### src/rtl/dmem_copy_engine_if.sv
// Data-memory request/response bundle between a requester and the test memory.
// Read data is combinational in the request cycle; writes commit on the clock edge.
interface dmem_copy_engine_if;
   logic        dmemreq_val;
   logic        dmemreq_type;
   logic [31:0] dmemreq_addr;
   logic [31:0] dmemreq_wdata;
   logic [31:0] dmemresp_rdata;

   modport master (
      output dmemreq_val,
      output dmemreq_type,
      output dmemreq_addr,
      output dmemreq_wdata,
      input  dmemresp_rdata
   );

   modport slave (
      input  dmemreq_val,
      input  dmemreq_type,
      input  dmemreq_addr,
      input  dmemreq_wdata,
      output dmemresp_rdata
   );
endinterface

### src/rtl/dmem_copy_engine.sv
// Word-by-word block copy over the dmem port: one read then one write per word,
// ascending addresses, with a one-cycle done pulse at the end.
module dmem_copy_engine #(
   parameter int unsigned CNT_W = 16
) (
   input  logic                 clk,
   input  logic                 rst,
   input  logic                 start_i,
   input  logic [31:0]          src_addr_i,
   input  logic [31:0]          dst_addr_i,
   input  logic [CNT_W-1:0]     num_words_i,
   output logic                 busy_o,
   output logic                 done_o,
   output logic [CNT_W-1:0]     words_copied_o,
   dmem_copy_engine_if.master   dmem
);

   localparam int unsigned ADDR_W = 32;
   localparam int unsigned DATA_W = 32;

   typedef enum logic [1:0] {
      IDLE  = 2'd0,
      READ  = 2'd1,
      WRITE = 2'd2,
      DONE  = 2'd3
   } state_e;

   state_e              state_q, state_d;
   logic [ADDR_W-1:0]   src_ptr_q, src_ptr_d;
   logic [ADDR_W-1:0]   dst_ptr_q, dst_ptr_d;
   logic [CNT_W-1:0]    rem_q, rem_d;
   logic [DATA_W-1:0]   data_q, data_d;
   logic [CNT_W-1:0]    copied_q, copied_d;

   logic                busy_q, busy_d;
   logic                done_q, done_d;
   logic                val_q, val_d;
   logic                type_q, type_d;
   logic [ADDR_W-1:0]   addr_q, addr_d;
   logic [DATA_W-1:0]   wdata_q, wdata_d;

   // Next-state and datapath updates
   always_comb begin
      state_d   = state_q;
      src_ptr_d = src_ptr_q;
      dst_ptr_d = dst_ptr_q;
      rem_d     = rem_q;
      data_d    = data_q;
      copied_d  = copied_q;
      unique case (state_q)
         IDLE: begin
            if (start_i) begin
               src_ptr_d = src_addr_i;
               dst_ptr_d = dst_addr_i;
               rem_d     = num_words_i;
               copied_d  = '0;
               state_d   = (num_words_i == '0) ? DONE : READ;
            end
         end
         READ: begin
            data_d    = dmem.dmemresp_rdata;
            src_ptr_d = src_ptr_q + ADDR_W'(4);
            state_d   = WRITE;
         end
         WRITE: begin
            dst_ptr_d = dst_ptr_q + ADDR_W'(4);
            rem_d     = rem_q - CNT_W'(1);
            copied_d  = copied_q + CNT_W'(1);
            state_d   = (rem_q == CNT_W'(1)) ? DONE : READ;
         end
         DONE:    state_d = IDLE;
         default: state_d = IDLE;
      endcase
   end

   // Moore outputs precomputed from the next state so they leave a register
   always_comb begin
      busy_d  = (state_d != IDLE);
      done_d  = (state_d == DONE);
      val_d   = 1'b0;
      type_d  = 1'b0;
      addr_d  = '0;
      wdata_d = '0;
      unique case (state_d)
         READ: begin
            val_d  = 1'b1;
            addr_d = src_ptr_d;
         end
         WRITE: begin
            val_d   = 1'b1;
            type_d  = 1'b1;
            addr_d  = dst_ptr_d;
            wdata_d = data_d;
         end
         default: ;
      endcase
   end

   always_ff @(posedge clk or negedge rst) begin
      if (!rst) begin
         state_q   <= IDLE;
         src_ptr_q <= '0;
         dst_ptr_q <= '0;
         rem_q     <= '0;
         data_q    <= '0;
         copied_q  <= '0;
         busy_q    <= 1'b0;
         done_q    <= 1'b0;
         val_q     <= 1'b0;
         type_q    <= 1'b0;
         addr_q    <= '0;
         wdata_q   <= '0;
      end else begin
         state_q   <= state_d;
         src_ptr_q <= src_ptr_d;
         dst_ptr_q <= dst_ptr_d;
         rem_q     <= rem_d;
         data_q    <= data_d;
         copied_q  <= copied_d;
         busy_q    <= busy_d;
         done_q    <= done_d;
         val_q     <= val_d;
         type_q    <= type_d;
         addr_q    <= addr_d;
         wdata_q   <= wdata_d;
      end
   end

   assign busy_o             = busy_q;
   assign done_o             = done_q;
   assign words_copied_o     = copied_q;
   assign dmem.dmemreq_val   = val_q;
   assign dmem.dmemreq_type  = type_q;
   assign dmem.dmemreq_addr  = addr_q;
   assign dmem.dmemreq_wdata = wdata_q;

endmodule
### src/flat_wrapper.sv
// flat-port wrapper written by rule: the top's interface ports become plain ports
module dmem_copy_engine_flat 
#(
   parameter int unsigned CNT_W = 16
)
  (clk, rst, start_i, src_addr_i, dst_addr_i, num_words_i, busy_o, done_o, words_copied_o, dmem_dmemreq_val, dmem_dmemreq_type, dmem_dmemreq_addr, dmem_dmemreq_wdata, dmem_dmemresp_rdata);
  dmem_copy_engine_if dmem_i ();
  input  logic clk;
  input  logic rst;
  input  logic start_i;
  input  logic [31:0] src_addr_i;
  input  logic [31:0] dst_addr_i;
  input  logic [CNT_W-1:0] num_words_i;
  output logic busy_o;
  output logic done_o;
  output logic [CNT_W-1:0] words_copied_o;
  output wire logic [$bits(dmem_i.dmemreq_val)-1:0] dmem_dmemreq_val;
  output wire logic [$bits(dmem_i.dmemreq_type)-1:0] dmem_dmemreq_type;
  output wire logic [$bits(dmem_i.dmemreq_addr)-1:0] dmem_dmemreq_addr;
  output wire logic [$bits(dmem_i.dmemreq_wdata)-1:0] dmem_dmemreq_wdata;
  input wire logic [$bits(dmem_i.dmemresp_rdata)-1:0] dmem_dmemresp_rdata;
  assign dmem_dmemreq_val = dmem_i.dmemreq_val;
  assign dmem_dmemreq_type = dmem_i.dmemreq_type;
  assign dmem_dmemreq_addr = dmem_i.dmemreq_addr;
  assign dmem_dmemreq_wdata = dmem_i.dmemreq_wdata;
  assign dmem_i.dmemresp_rdata = dmem_dmemresp_rdata;
  dmem_copy_engine #(.CNT_W(CNT_W)) u_core (.clk(clk), .rst(rst), .start_i(start_i), .src_addr_i(src_addr_i), .dst_addr_i(dst_addr_i), .num_words_i(num_words_i), .busy_o(busy_o), .done_o(done_o), .words_copied_o(words_copied_o), .dmem(dmem_i));
endmodule
### config.mk
export PLATFORM = sky130hd
export DESIGN_NAME = dmem_copy_engine_flat
export DESIGN_NICKNAME = d
export VERILOG_FILES = /design/src/rtl/dmem_copy_engine_if.sv /design/src/rtl/dmem_copy_engine.sv /design/src/flat_wrapper.sv
export SDC_FILE = /design/constraint.sdc
export NUM_CORES = 1
export LEC_CHECK = 0
export CAP_MARGIN = 10
export CORE_MARGIN = 2
export CORE_UTILIZATION = 30
export DETAILED_ROUTE_END_ITERATION = 7
export SETUP_SLACK_MARGIN = 0.05
export SYNTH_ARGS = -nofsm -noshare
export SYNTH_HDL_FRONTEND = slang
export SYNTH_SLANG_ARGS = --single-unit
### constraint.sdc
create_clock -name clk -period 4.5 [get_ports clk]
set_input_delay 0.9 -clock clk [delete_from_list [all_inputs] [get_ports clk]]
set_output_delay 0.9 -clock clk [all_outputs]
set_load 0.05 [all_outputs]
==> run summary <==
Critical path's slowest cell: or4_1
Seq/Total Area, Yosys: 49.69%
Die H: 170.9 um
Post-CTS setup buffer count: 0
Initial antenna violation count: 7
Reg clk slew, reported paths: 70 ps
Mapped Area: 8359 um^2
Peak VDD IR: 0.0002270 V
First drt pass iteration count: 7
Wire length per cell: 18.82 um
Hold Buf Count CTS: 0
Critical-path cell list: clkdlybuf4s50_1 > or4_1 > nor4_1 > a41o_2 > nand2b_1 > o21ai_0
Core area: 27,630 um^2
Via Count: 7,829
Final Hold Vio Count: 0
CTS resizes: 0
Crit Path Max Fanout: 11
Syn_nets: 1,036
RSZ-0062 raised after global routing: false
Crit start category: input port
Comb power frac: 12.7%
Fill count: 2,801
Max-slew headroom: 35.13%
Yosys reg bits: 166
Synth area leader: dfrtp_1
Antenna Nets Post-Route: 0
Post-synthesis cell count: 916
# IOs: 199
Largest delay share family, worst path: simple AND/OR/NAND/NOR gates
Die W: 170.9 um
Status: finished, final reports clean
Period Utilization, post-route: 65.71%
CP arrival: 3230 ps
Power Dens Cells: 305.7 nW/um^2
DRC errors left: 0
Number of flops mapped to enable cells by yosys: 0
Area contributors post-synth: dfrtp_1, a21oi_1, nand2_1, nor2_1, o21ai_0
Vias in the first global route: 7,498
DP Worst Slack: 1154 ps
Sw Pwr: 928.6 uW
Worst Tran Pin Value: 973.1 ps
Reg power frac: 46.3%
H-tree depth: 4
Tot GR Track Use: 19.26%
Pin count of the biggest net entering global routing: 100
Post-synth cell types: 65
GPL Wtd Cong: 0.8391
Clock power frac: 41.0%
Clock Sink Count: 166
Num CTS Buffers: 17
Maximum clock rate: 338.2 MHz
CTS tree: done
Clk buf depth: 2
Synth-to-layout area growth: 34.58%
Synth top area share: 49.69%
Via/cell ratio: 5.293
Worst-Skew Late Latency: 430 ps
Hold crit path type: flip-flop to flip-flop
Layout cells sized above 1: 6.824%
CTS root buffer: clkbuf_16
Setup crit end kind: flip-flop
Synth warn: 0
Starting density of the core: 30.26%
Fin nets: 1,206
Ys async rst share: 100.0%
Largest stage delay, worst path: 540 ps
Max Cap Viol: 0
Number of core rows: 61
Static Leakage: 0.004626 uW
Worst Path Required: 4780 ps
Global-route wire length before repair: 43,290 um
CP Class: input port to flip-flop
PnR worst setup slack: 1543 ps
Final Slew Violations: 0
Internal: 2510 uW
PortBufs: 198
Worst Skew: 14.92 ps
DIE AREA: 29,220 um^2
WHS: 479.8 ps
Setup violators final: 0
Buf+Inv Stages, Crit Path: 1
Gr ovfl total: 0
Routed WL: 27,830 um
Core Util, Final: 40.72%
Fin Setup TNS: 0 ps
Sw frac: 27.00%
Register area: 4156 um^2
Main synth FF type: dfrtp_1
Syn Area/Cell: 9.126 um^2
Violation count after the first detailed-route iteration: 544
Crit path time final: 2957 ps
Area of the multi-input gates: 3894 um^2
Hpwl dp: 19,070 um
-- final cells by class --
type | count | area share (%)
Tap cell | 378 | 4.204
Clock buffer | 20 | 3.882
Inverter | 8 | 0.2669
Sequential cell | 166 | 36.95
Clock inverter | 12 | 1.057
Antenna cell | 2 | 0.04449
Multi-Input combinational cell | 674 | 34.61
Timing Repair Buffer | 219 | 18.99
-- cells in the mapped netlist, types with 6 or more instances --
master / n
inv_1: 6
nor3_1: 18
o22ai_1: 31
dfrtp_1: 166
nand2_1: 106
nor2_1: 89
a21oi_1: 82
clkbuf_1: 38
nor2b_1: 14
nand3_1: 42
nor4_1: 6
a22o_1: 21
a31oi_1: 7
o211ai_1: 8
and3_1: 44
buf_2: 16
buf_1: 12
a22oi_1: 11
o21ai_1: 6
o21ai_0: 58
nand4_1: 13
o22a_1: 15
mux2i_1: 17
-- power by group through the flow --
stage          Combinational (uW)  Clock (uW)  Sequential (uW)
6_report                      437        1410             1590
3_3_place_gp                  438           0             1620
4_1_cts                       442        1440             1590
3_5_place_dp                  441           0             1620
2_1_floorplan                 109           0             1710
5_1_grt                       471        1510             1600
-- cells in the final DEF (no fill, tap or decap), types with 4 or more instances in the layout --
cell type and n:
a211oi_1 5, nand3_1 42, o21ai_1 6, nor4_1 6, o22a_1 15, buf_4 21
clkbuf_16 17, o211ai_1 8, nor2_1 88, mux2i_1 17, o21ai_0 58, clkdlybuf4s50_1 196
dfrtp_1 164, nand2b_1 4, nand2_1 106, a21oi_1 82, a22oi_1 11, ha_1 5
o22ai_1 31, inv_1 5, and2_1 5, and3_1 44, xor2_1 5, and4_1 5
a22o_1 21, or3_1 5, nor3_1 18, nand4_1 13, a31oi_1 7, nor2b_1 14
-- per-stage QoR --
| step | instances | power (uW) | cell area (um^2) |
|---|---|---|---|
| 2_1_floorplan | 916 | 1817 | 8359 |
| 3_3_place_gp | 1445 | 2058 | 10690 |
| 3_5_place_dp | 1445 | 2059 | 10690 |
| 4_1_cts | 1477 | 3474 | 11240 |
| 5_1_grt | 1478 | 3586 | 11250 |
| 6_report | 1479 | 3439 | 11250 |
-- sequential cells by signal, summed over array words and instances (netlist names) --
signal / flops
u_core.src_ptr_q: 32
u_core.state_q: 2
u_core.dst_ptr_q: 32
u_core.busy_o: 1
u_core.dmem.dmemreq_addr: 32
u_core.dmem.dmemreq_val: 1
u_core.words_copied_o: 16
u_core.done_o: 1
u_core.rem_q: 16
u_core.dmem.dmemreq_wdata: 32
u_core.dmem.dmemreq_type: 1
-- metal layers --
layer  vias up  wire length, um  track usage (%)
met3        26             2200            5.806
met4         8              303            4.348
met1      3803            12380            26.30
li1       3699                -                -
met2       293            12900            30.08
met5         -               53                0
-- worst paths after layout --
| check | startpoint | end | slack [ps] | cells past startpoint |
|---|---|---|---|---|
| max | num_words_i[3] | u_core.dmem.dmemreq_addr[23] | 1540 | 6 |
| min | u_core.dst_ptr_q[0] | u_core.dst_ptr_q[0] | 480 | 2 |
| max reg2reg | u_core.state_q[0] | u_core.dmem.dmemreq_addr[11] | 1810 | 6 |
| min reg2reg | u_core.dst_ptr_q[0] | u_core.dst_ptr_q[0] | 480 | 2 |
| max in group asynchronous | rst | u_core.dmem.dmemreq_wdata[6] | 2960 | 2 |
| min in group asynchronous | rst | u_core.rem_q[5] | 530 | 1 |
-- worst reg2reg max path: cells and delay by family, from the launching register on --
kind | cells | cell delay, ps
buf+inv | 2 | 940
compound gates | 4 | 850
flops | 1 | 790
-- logic make-up after synthesis --
family | synth area share, %
AND/OR/NAND/NOR | 21.87
AO/OA/AOI/OAI | 21.24
buffers and inverters | 3.757
XOR/XNOR | 0.5238
flip-flops | 49.69
adder cells (fa/ha/maj) | 0.7484
multiplexers | 2.170
Note: power is estimated with default switching activity, not from simulation.
